===== src/rtl/uart_pkg.sv =====
// Shared UART definitions used by the transmitter and receiver.
package uart_pkg;

    localparam int unsigned UART_CLK_FREQ  = 100_000_000;
    localparam int unsigned UART_BAUD      = 115_200;
    localparam int unsigned UART_DATA_BITS = 8;

    typedef enum logic [1:0] {
        IDLE,
        START,
        DATA,
        STOP
    } tx_state_t;

endpackage


===== src/rtl/uart_bit_timer.sv =====
// Bit-period counter: flags the last clock of each bit and wraps to zero on its own.
module uart_bit_timer #(
    parameter int unsigned CLKS_PER_BIT = 868
) (
    input  logic clock,
    input  logic clear,
    output logic bit_done
);

    localparam int unsigned CNT_W = (CLKS_PER_BIT > 2) ? $clog2(CLKS_PER_BIT) : 1;

    logic [CNT_W-1:0] count_q;
    logic [CNT_W-1:0] count_d;

    assign bit_done = (count_q == CNT_W'(CLKS_PER_BIT - 1));

    // Next count: hold at zero while cleared, restart after the terminal count.
    always_comb begin
        count_d = count_q + CNT_W'(1);
        if (clear || bit_done) begin
            count_d = '0;
        end
    end

    // Count register; reset arrives through clear.
    always_ff @(posedge clock) begin
        count_q <= count_d;
    end

endmodule


===== src/rtl/uart_tx.sv =====
// 8N1 UART transmitter: start bit, eight data bits LSB first, one stop bit.
module uart_tx
    import uart_pkg::*;
#(
    parameter int unsigned CLK_FREQ = UART_CLK_FREQ,
    parameter int unsigned BAUD     = UART_BAUD
) (
    input  logic                      clock,
    input  logic                      rst,
    input  logic [UART_DATA_BITS-1:0] tx_data,
    input  logic                      tx_send,
    output logic                      tx_busy,
    output logic                      tx
);

    localparam int unsigned CLKS_PER_BIT = CLK_FREQ / BAUD;
    localparam int unsigned IDX_W        = $clog2(UART_DATA_BITS);

    if (CLKS_PER_BIT < 2) begin : g_bad_baud
        $error("uart_tx: CLK_FREQ/BAUD must be at least 2");
    end

    tx_state_t                 state_q, state_d;
    logic [UART_DATA_BITS-1:0] shift_q, shift_d;
    logic [IDX_W-1:0]          idx_q, idx_d;
    logic                      tx_q, tx_d;
    logic                      busy_q, busy_d;
    logic                      timer_clear;
    logic                      bit_done;

    // Timer idles at zero so the start bit gets a full period from the accepting edge.
    assign timer_clear = rst || (state_q == IDLE);

    uart_bit_timer #(
        .CLKS_PER_BIT(CLKS_PER_BIT)
    ) u_bit_timer (
        .clock   (clock),
        .clear   (timer_clear),
        .bit_done(bit_done)
    );

    // Next-state, shift/index update and next line level.
    always_comb begin
        state_d = state_q;
        shift_d = shift_q;
        idx_d   = idx_q;
        busy_d  = busy_q;
        tx_d    = 1'b1;

        case (state_q)
            IDLE: begin
                if (tx_send) begin
                    state_d = START;
                    shift_d = tx_data;
                    busy_d  = 1'b1;
                end
            end
            START: begin
                if (bit_done) begin
                    state_d = DATA;
                    idx_d   = '0;
                end
            end
            DATA: begin
                if (bit_done) begin
                    shift_d = shift_q >> 1;
                    if (idx_q == IDX_W'(UART_DATA_BITS - 1)) begin
                        state_d = STOP;
                    end else begin
                        idx_d = idx_q + IDX_W'(1);
                    end
                end
            end
            STOP: begin
                if (bit_done) begin
                    state_d = IDLE;
                    busy_d  = 1'b0;
                end
            end
            default: begin
                state_d = IDLE;
                busy_d  = 1'b0;
            end
        endcase

        // Line level is decoded from the next state so tx itself is a flop.
        case (state_d)
            START:   tx_d = 1'b0;
            DATA:    tx_d = shift_d[0];
            default: tx_d = 1'b1;
        endcase
    end

    // State and output registers with synchronous reset.
    always_ff @(posedge clock) begin
        if (rst) begin
            state_q <= IDLE;
            shift_q <= '0;
            idx_q   <= '0;
            tx_q    <= 1'b1;
            busy_q  <= 1'b0;
        end else begin
            state_q <= state_d;
            shift_q <= shift_d;
            idx_q   <= idx_d;
            tx_q    <= tx_d;
            busy_q  <= busy_d;
        end
    end

    assign tx      = tx_q;
    assign tx_busy = busy_q;

endmodule

===== config.mk =====
export PLATFORM = sky130hd
export DESIGN_NAME = uart_tx
export DESIGN_NICKNAME = d
export VERILOG_FILES = /design/src/rtl/uart_pkg.sv /design/src/rtl/uart_bit_timer.sv /design/src/rtl/uart_tx.sv
export SDC_FILE = /design/constraint.sdc
export NUM_CORES = 1
export LEC_CHECK = 0
export ABC_AREA = 1
export BUFFER_PORTS_ARGS = -buffer_cell sky130_fd_sc_hd__buf_4
export CAP_MARGIN = 15
export CORE_ASPECT_RATIO = 0.6
export CORE_MARGIN = 3
export CORE_UTILIZATION = 51
export CTS_CLUSTER_SIZE = 24
export DETAILED_ROUTE_END_ITERATION = 6
export PLACE_DENSITY_LB_ADDON = 0.25
export SYNTH_ARGS = -nofsm -noshare
export SYNTH_HDL_FRONTEND = slang
export SYNTH_SLANG_ARGS = --single-unit

===== constraint.sdc =====
create_clock -name clock -period 1.3 [get_ports clock]
set_input_delay 0.195 -clock clock [delete_from_list [all_inputs] [get_ports clock]]
set_output_delay 0.195 -clock clock [all_outputs]
set_load 0.005 [all_outputs]

### Yosys cells after proc, flatten, opt, wreduce, memory -nomap -nowiden

Index checks and enable logic that the tools add are counted.

| storage, ports and cells | value |
|---|---|
| memory bits (writable) | 0 |
| flip-flop bits (word level) | 25 |
| latch bits | 0 |
| memory bits (read-only) | 0 |
| memories kept | 0 |
| input port bits | 11 |

| cells by class | value |
|---|---|
| shift-type cells | 0 |
| bitwise operators | 0 |
| eq/ne operators | 12 |
| multiplexer cells | 17 |
| div/mod/pow operators | 0 |
| reduce and logical (&&, ||, !) cells | 9 |
| $mul | 0 |
| add/sub/neg operators | 2 |
| order comparisons | 0 |

Operators by type and width:

| cell | count |
|---|---|
| 8-bit 2-to-1 mux | 2 |
| 8-bit case mux with 2 select lines | 1 |
| 10-bit by 1-bit adder with 10-bit output (second input constant) | 1 |
| 10-bit equality test (second input constant) | 1 |
| 2-bit 2-to-1 mux | 5 |
| 3-bit 2-to-1 mux | 3 |
| 2-bit case mux with 4 select lines | 1 |
| 2-bit equality test (second input constant) | 3 |
| 2-bit by 1-bit != test with 1-bit output (second input constant) | 3 |
| 3-bit case mux with 2 select lines | 1 |
| 3-bit AND reduction | 2 |
| 2-bit nonzero test | 3 |
| 2-bit by 1-bit equality test with 1-bit output (second input constant) | 2 |
| 2-bit != test (second input constant) | 2 |
| 1-bit case mux with 2 select lines | 2 |
| 4-bit AND reduction | 1 |
| 3-bit by 1-bit adder with 3-bit output (second input constant) | 1 |
| 3-bit equality test (second input constant) | 1 |
| 2-bit logical NOT | 1 |
| 1-bit logical OR | 2 |
| 1-bit 2-to-1 mux | 2 |

### Depth between registers and ports, before layout

Gate-level depths: netlist of run 1.

| logic depth | value |
|---|---|
| depth in word-level cells | 6 |
| gate-level depth with buffers | 10 |
| mapped depth without buffers | 10 |

### Modules after synthesis

From an unflattened synthesis of run 1, not the netlist that was laid out.

| unflattened totals | value |
|---|---|
| cells, all modules | 173 |
| area total of the unflattened synthesis | 1315.0 um^2 |

Modules (own cells, without submodules):

| module | area each (um^2) | seq. area each (um^2) | cells an instance | times used |
|---|---|---|---|---|
| uart_tx | 832.0 | 300.3 | 112 | 1 |
| uart_bit_timer | 483.0 | 200.2 | 61 | 1 |

### Least setup slack after synthesis of run 1

No wires, ideal clock.

| timing | value |
|---|---|
| path type | register to register |
| start | reg u_bit_timer.count_q[0] |
| end | reg idx_q[1] |
| required time | 1.220 ns |
| cell stages (with the launch flop) | 8 |
| slack | -0.108 ns |
| path buffers | 0 |
| arrival | 1.328 ns |
| path through | dfxtp_1 ha_1 nand2_1 nor2_2 nor3b_4 nand3_4 nand2_1 nor3b_1 |

| between the ends | value |
|---|---|
| longest elaborated chain between the ends | 3 |
| elaborated cells between the ends (all ways) | 4 |

Ends and longest elaborated chain:

| item | line | RTL |
|---|---|---|
| start, declared | uart_bit_timer.sv:12 | `logic [CNT_W-1:0] count_q;` |
| start signal, assigned | uart_bit_timer.sv:27 | `count_q <= count_d;` |
| 10-bit equality test (*) | uart_bit_timer.sv:15 | `assign bit_done = (count_q == CNT_W'(CLKS_PER_BIT - 1));` |
| 2-bit by 1-bit != test with 1-bit output (no line) | -- |  |
| 4-bit AND reduction (no line) (*) | -- |  |
| end signal, assigned | uart_tx.sv:105 | `idx_q <= idx_d;` |
| end, declared | uart_tx.sv:25 | `logic [IDX_W-1:0] idx_q, idx_d;` |

Every way passes the cells marked *; elsewhere a longest branch is shown, timed or not.
A chain may end at the register's enable or synchronous reset.

### Worst setup path after layout of run 1

| timing | value |
|---|---|
| start | reg u_bit_timer.count_q[1] |
| end | reg idx_q[0] |

Same word-level chain as after synthesis.

==> flow_summary.ini, run 1 <==
[logic_synthesis]
yosys-top-cells-area = dfxtp_1 41%, nand3_1 9.9%, nand2_1 9.6%, inv_1 6.8%, nor2_1 6.8%
synth-seq-cells = 25
syn_area_um2 = 1210
synth_warnings = 0
syn_avg_cell_area_um2 = 7.22
synth_top_family_by_area = simple AND/OR/NAND/NOR gates
synth-compound-area-share_pct = 9.70
synth.area.mux_share_pct = 0
synth_top_cell_by_area = dfxtp_1
synthXorXnorAreaFrac_pct = 1.44
synth_top_area_share_pct = 41.3
yosys.area_share.simple_pct = 36.9
yosysSeqAreaShare_pct = 41.3
synth_fa_ha_area_share_pct = 3.10
synthCells = 168
ys_types = 25
synthesis.nets = 182

[power]
powerDensity_nw_per_um2 = 861
switching_share_pct = 23.7
switchingPower_mw = 0.337
p_seq_share_pct = 57.2
p_int_mw = 1.08
comb_power_share_pct = 10.6
p_leak_nw = 0.689
peakVddDrop_uv = 618
clkPwrFrac_pct = 32.2

[floorplan]
die_x_um = 68.9
core_um2 = 2040
ios = 13
rows = 12
die_y_um = 43.8
initial_core_util_pct = 59.4
dieArea_um2 = 3020

[global_route]
grt_max_degree = 15
grt_pass1_vias = 1165
overflow = 0
grt_pass1_wl_um = 5150
grtUsageTotal_pct = 23.1
antenna_found_initial = 0

[cts]
worstSkewPairLatency_ps = 270
cts_sinks = 25
cts_tree = yes
h-tree-depth = 1
cts-root-buf = clkbuf_8
clkTransAtPathRegs_ps = 80
clockBufferDepth = 2
cts_made_buffers = 3
cts_hold_buf = 0

[placement]
io_buffer_count = 12
place_inst = 221
place_congestion = 0.969
dp_hpwl_um = 2300
dpl_cell_area_um2 = 1470

[status]
violations = negative setup slack
status = finished, violations left

[final_layout]
diodes = 0
mostFrequentLayoutCell = buf_4
nets = 216
seq_area_um2 = 508
fin_util_pct = 80.8
multi_input_area_um2 = 743
drive_gt1_share_pct = 35.8
area_growth_pct = 36.1
fin_area_um2 = 1650
fillers = 122
final_cell_mix = 31 x buf_4, 25 x nand2_1, 20 x nand3_1
fin_cells = 229

[setup_path]
crit_path_max_incr_delay_ps = 360
worstSetupPathType = reg -> reg
crit_required_ps = 1500
worst-path-buf-inv = 0
cp-end-kind = flop
crit_chain = ha_4, nand2_2, nor2_4, nor3b_4, nand3_4, nand2_1, nand2_1, nor2_1
crit_top_cell = nand2_1
reg2reg_slack_ps = -120
slowest_stage = dfxtp_2
crit_family = simple AND/OR/NAND/NOR gates
critPathLaunchType = flop
crit_arrival_ps = 1620
worstPathMaxFanout = 6

[sta]
hold_viol_final = 0
drv_slew = 0
worst_pin_slew_ps = 280
min_period_ps = 1420
fin_ws_ps = -120
period_share_pct = 109
slew_headroom_pct = 81.2
fmax_mhz = 704
setup_tns_ps = -1070
finalSetupViolCount = 15
skew_ps = 3.74
rsz0062_at_grt = yes

[routing]
via_count = 1362
wl_per_cell_um = 16.2
drc = 0
antenna_left = 0
drt_wl_total_um = 3700
viasPerCell = 5.95
drt_iter0_markers = 250
dr.pass1.iters = 5

[hold_path]
min_path_type = in -> reg

[job]
cap_violations = 0
[per-stage QoR]
| stage | total power [mW] | hold slack [ps] | worst slack, ps |
|---|---|---|---|
| 2_1_floorplan | 0.894 | 264 | -36.8 |
| 3_3_place_gp | 0.954 | 466 | -32.8 |
| 3_5_place_dp | 0.960 | 475 | -161 |
| 4_1_cts | 1.41 | 191 | -94.2 |
| 5_1_grt | 1.49 | 196 | -248 |
| 6_report | 1.42 | 194 | -120 |
[cell type report]
class	count	area share [%]
well taps	28	2.12
clock buffers	4	2.73
multi-input cells	119	45.0
repair buffers	31	14.1
flip-flops and latches	25	30.8
inverters	22	5.23
[what timing repair did]
action | CTS | global route
endpoints found under the setup margin | 23 | 25
setup buffers | 1 | 3
pin swaps | 5 | 8
gates resized for setup | 11 | 20
[metal layers]
metal	share of wire (%)	GRT usage (%)	vias up
met5	0	0	-
met4	3.0	8.14	0
met3	9.2	8.03	20
met2	46	34.5	83
met1	41	30.8	633
li1	-	-	626
[registers in the layout, summed over array words and instances (netlist names)]
signal	count
shift_q	8
idx_q	3
tx_busy	1
state_q	2
u_bit_timer.count_q	10
tx	1
[power by group through the flow]
stage               logic [mW]  clock network, mW  registers, mW
finish                   0.150              0.458          0.813
global route             0.165              0.508          0.815
CTS                      0.134              0.463          0.811
detailed placement       0.132                  0          0.828
global placement         0.127                  0          0.827
floorplan               0.0700                  0          0.824
[synth_stat cells]
cell,number
nand3_4,1
inv_1,22
xnor2_1,1
a31oi_1,8
nor3b_4,1
a22oi_1,1
clkbuf_1,1
nor3b_1,2
nand2_1,31
nand3b_2,1
nand2_2,2
buf_2,1
ha_1,3
nor2_2,1
xor2_1,1
dfxtp_1,25
nor3_1,4
and3_2,1
o21ai_0,3
nor4_1,1
nand3b_1,1
nor2_1,22
a21oi_1,9
nand3_1,24
nand4_1,1
[worst paths after layout]
check | from | to | depth (start not counted)
worst max-delay path | u_bit_timer.count_q[1]$_SDFF_PP0_ | idx_q[0]$_SDFFE_PP0P_ | 8
worst min register to register | tx_busy$_SDFFE_PP0P_ | tx_busy$_SDFFE_PP0P_ | 2
worst min-delay path | tx_data[7] | shift_q[7]$_SDFFE_PP0P_ | 3
worst max register to register | u_bit_timer.count_q[1]$_SDFF_PP0_ | idx_q[0]$_SDFFE_PP0P_ | 8
[worst register-to-register path: stages, from the launching register on]
cell,delay (ps)
dfxtp_2,360
ha_4,150
nand2_2,70
nor2_4,110
nor3b_4,250
nand3_4,150
nand2_1,110
nand2_1,50
nor2_1,110
[cell families after synthesis]
kind of cell	count (synthesis)
and+or+nand+nor	93
DFF	25
buffers and inverters	24
AOI/OAI and AO/OA	21
adders and majority gates	3
xor gates and xnor gates	2
Note: power is estimated with default switching activity, not from simulation.
==> inputs of run 2 (changes only) <==
--- a/config.mk
+++ b/config.mk
@@ -13,7 +13,7 @@
 export CORE_UTILIZATION = 51
 export CTS_CLUSTER_SIZE = 24
 export DETAILED_ROUTE_END_ITERATION = 6
-export PLACE_DENSITY_LB_ADDON = 0.25
+export PLACE_DENSITY_LB_ADDON = 0.2
 export SYNTH_ARGS = -nofsm -noshare
 export SYNTH_HDL_FRONTEND = slang
 export SYNTH_SLANG_ARGS = --single-unit
==> run 2 against run 1 <==
  * First-iteration DRC count shrank 4.8%
  * Clock power up 2%
  * Largest cell class unchanged
  * The flow finishes with violations (design-rule violations, negative setup slack)
  * Clock skew decreased by 2.7 ps
  * Final cell count increased by 2.6%
  * Sequential power up 0.5%
  * Combinational power is 23% higher
  * Critical path type unchanged
  * Via count grew 8.9%
==> flow_summary.ini, run 2 (synthesized netlist as in run 1, its figures left out) <==
[status]
status = finished, violations left
violations = design-rule violations, negative setup slack

[global_route]
antenna_found_initial = 0
grt_pass1_vias = 1192
grtUsageTotal_pct = 24.7
grt_max_degree = 15
overflow = 0
grt_pass1_wl_um = 5490

[sta]
drv_slew = 0
slew_headroom_pct = 79.8
rsz0062_at_grt = yes
min_period_ps = 1580
finalSetupViolCount = 25
fin_ws_ps = -283
worst_pin_slew_ps = 303
period_share_pct = 122
skew_ps = 1.02
hold_viol_final = 0
fmax_mhz = 632

[setup_path]
reg2reg_from = u_bit_timer.count_q[3]$_SDFF_PP0_
crit_chain = inv_1, nand3_2, nor2_4, nand2_4, a21oi_2, nand3_1, nand2_1, nand3_1
crit_required_ps = 1460
worstSetupPathType = reg -> reg
crit_arrival_ps = 1740
crit_path_max_incr_delay_ps = 340
crit_family = simple AND/OR/NAND/NOR gates
reg2reg_depth = 8
r2r_end = tx$_SDFF_PP1_
worstPathMaxFanout = 5
slowest_stage = dfxtp_2
crit_top_cell = nand3_1
critPathLaunchType = flop
cp-end-kind = flop
reg2reg_slack_ps = -280
worst-path-buf-inv = 1

[floorplan]
core_um2 = 2040
rows = 12
die_y_um = 43.8
initial_core_util_pct = 59.4
die_x_um = 68.9
dieArea_um2 = 3020
ios = 13

[power]
switchingPower_mw = 0.371
switching_share_pct = 25.3
p_leak_nw = 0.745
p_int_mw = 1.10
p_seq_share_pct = 55.7
powerDensity_nw_per_um2 = 806
peakVddDrop_uv = 556
comb_power_share_pct = 12.6
clkPwrFrac_pct = 31.7

[final_layout]
fillers = 87
reg_top3 = u_bit_timer.count_q: 10 flops, shift_q: 8 flops, idx_q: 3 flops
top_register = u_bit_timer.count_q
multi_input_area_um2 = 848
final_cell_mix = 31 x buf_4, 24 x nand2_1, 20 x inv_1
fin_area_um2 = 1820
diodes = 0
fin_util_pct = 89.2
mostFrequentLayoutCell = buf_4
nets = 222
drive_gt1_share_pct = 44.9
area_growth_pct = 50.2
largest_reg_flops = 10
seq_area_um2 = 512

[routing]
drc = 1
wl_per_cell_um = 20.1
drt_iter0_markers = 238
drt_wl_total_um = 4730
via_count = 1483
viasPerCell = 6.31
antenna_left = 0
dr.pass1.iters = 7

[placement]
dpl_cell_area_um2 = 1500
place_congestion = 0.977
io_buffer_count = 12
dp_hpwl_um = 2390

[cts]
clockBufferDepth = 2
cts-root-buf = clkbuf_8
clkTransAtPathRegs_ps = 80
cts_sinks = 25
cts_hold_buf = 0
worstSkewPairLatency_ps = 270
h-tree-depth = 1
cts_made_buffers = 3
cts_tree = yes

[hold_path]
worst_hold_startpoint = tx_data[7]
min_to = shift_q[7]$_SDFFE_PP0P_
min_path_type = in -> reg
whs_path_depth = 3

[job]
cap_violations = 0
## run 2: layer usage
layer / share of wire [%] / track usage [%]
met5: 0 / 0
met1: 41 / 33.6
met4: 3.9 / 6.20
met2: 43 / 38.1
met3: 12 / 7.25
## run 2: layout make-up
type                            instances  share of cell area, %
Inverter                               22                   4.54
Sequential cell                        25                   28.1
Multi-Input combinational cell        120                   46.6
Tap cell                               28                   1.92
Timing Repair Buffer                   36                   16.4
Clock buffer                            4                   2.47
## run 2: worst reg2reg max path, stage by stage, from the launching register on
cell,delay (ps)
dfxtp_2,340
inv_1,130
nand3_2,140
nor2_4,210
nand2_4,110
a21oi_2,220
nand3_1,130
nand2_1,110
nand3_1,80
## run 2: metrics by stage
stage          TNS, ps  hold slack (ps)  setup slack (ps)  power (mW)  cells
2_1_floorplan     -104              264             -36.8       0.894    168
3_3_place_gp      -135              462             -33.4       0.966    223
3_5_place_dp      -775              470              -156       0.974    223
4_1_cts           -613              182             -80.0        1.43    229
5_1_grt          -4590              198              -348        1.51    235
6_report         -3360              186              -283        1.47    235
## run 2: worst max path at each step
| stage | startpoint | endpoint | slack (ps) | cells after the start |
|---|---|---|---|---|
| floorplan | u_bit_timer.count_q[1]$_SDFF_PP0_ | idx_q[2]$_SDFFE_PP0P_ | -40 | 7 |
| CTS | u_bit_timer.count_q[1]$_SDFF_PP0_ | shift_q[5]$_SDFFE_PP0P_ | -80 | 7 |
| detailed placement | u_bit_timer.count_q[5]$_SDFF_PP0_ | tx$_SDFF_PP1_ | -160 | 7 |
| finish | u_bit_timer.count_q[3]$_SDFF_PP0_ | tx$_SDFF_PP1_ | -280 | 8 |
| global placement | u_bit_timer.count_q[5]$_SDFF_PP0_ | tx$_SDFF_PP1_ | -30 | 7 |
| global route | u_bit_timer.count_q[3]$_SDFF_PP0_ | tx$_SDFF_PP1_ | -350 | 8 |
## run 2: power by group through the flow
| stage | Clock [mW] | Sequential (mW) | Combinational [mW] |
|---|---|---|---|
| after detailed placement | 0 | 0.828 | 0.146 |
| after floorplan | 0 | 0.824 | 0.0700 |
| after global placement | 0 | 0.826 | 0.140 |
| after global routing | 0.493 | 0.818 | 0.198 |
| final | 0.465 | 0.817 | 0.184 |
| after CTS | 0.462 | 0.811 | 0.154 |
## run 2: timing repair
item	4_1_cts	5_1_grt
pin swaps	2	11
endpoints found under the setup margin	17	20
cloned	0	1
gates resized for setup	18	37
buffers inserted	2	6
endpoints found under the hold margin	0	0
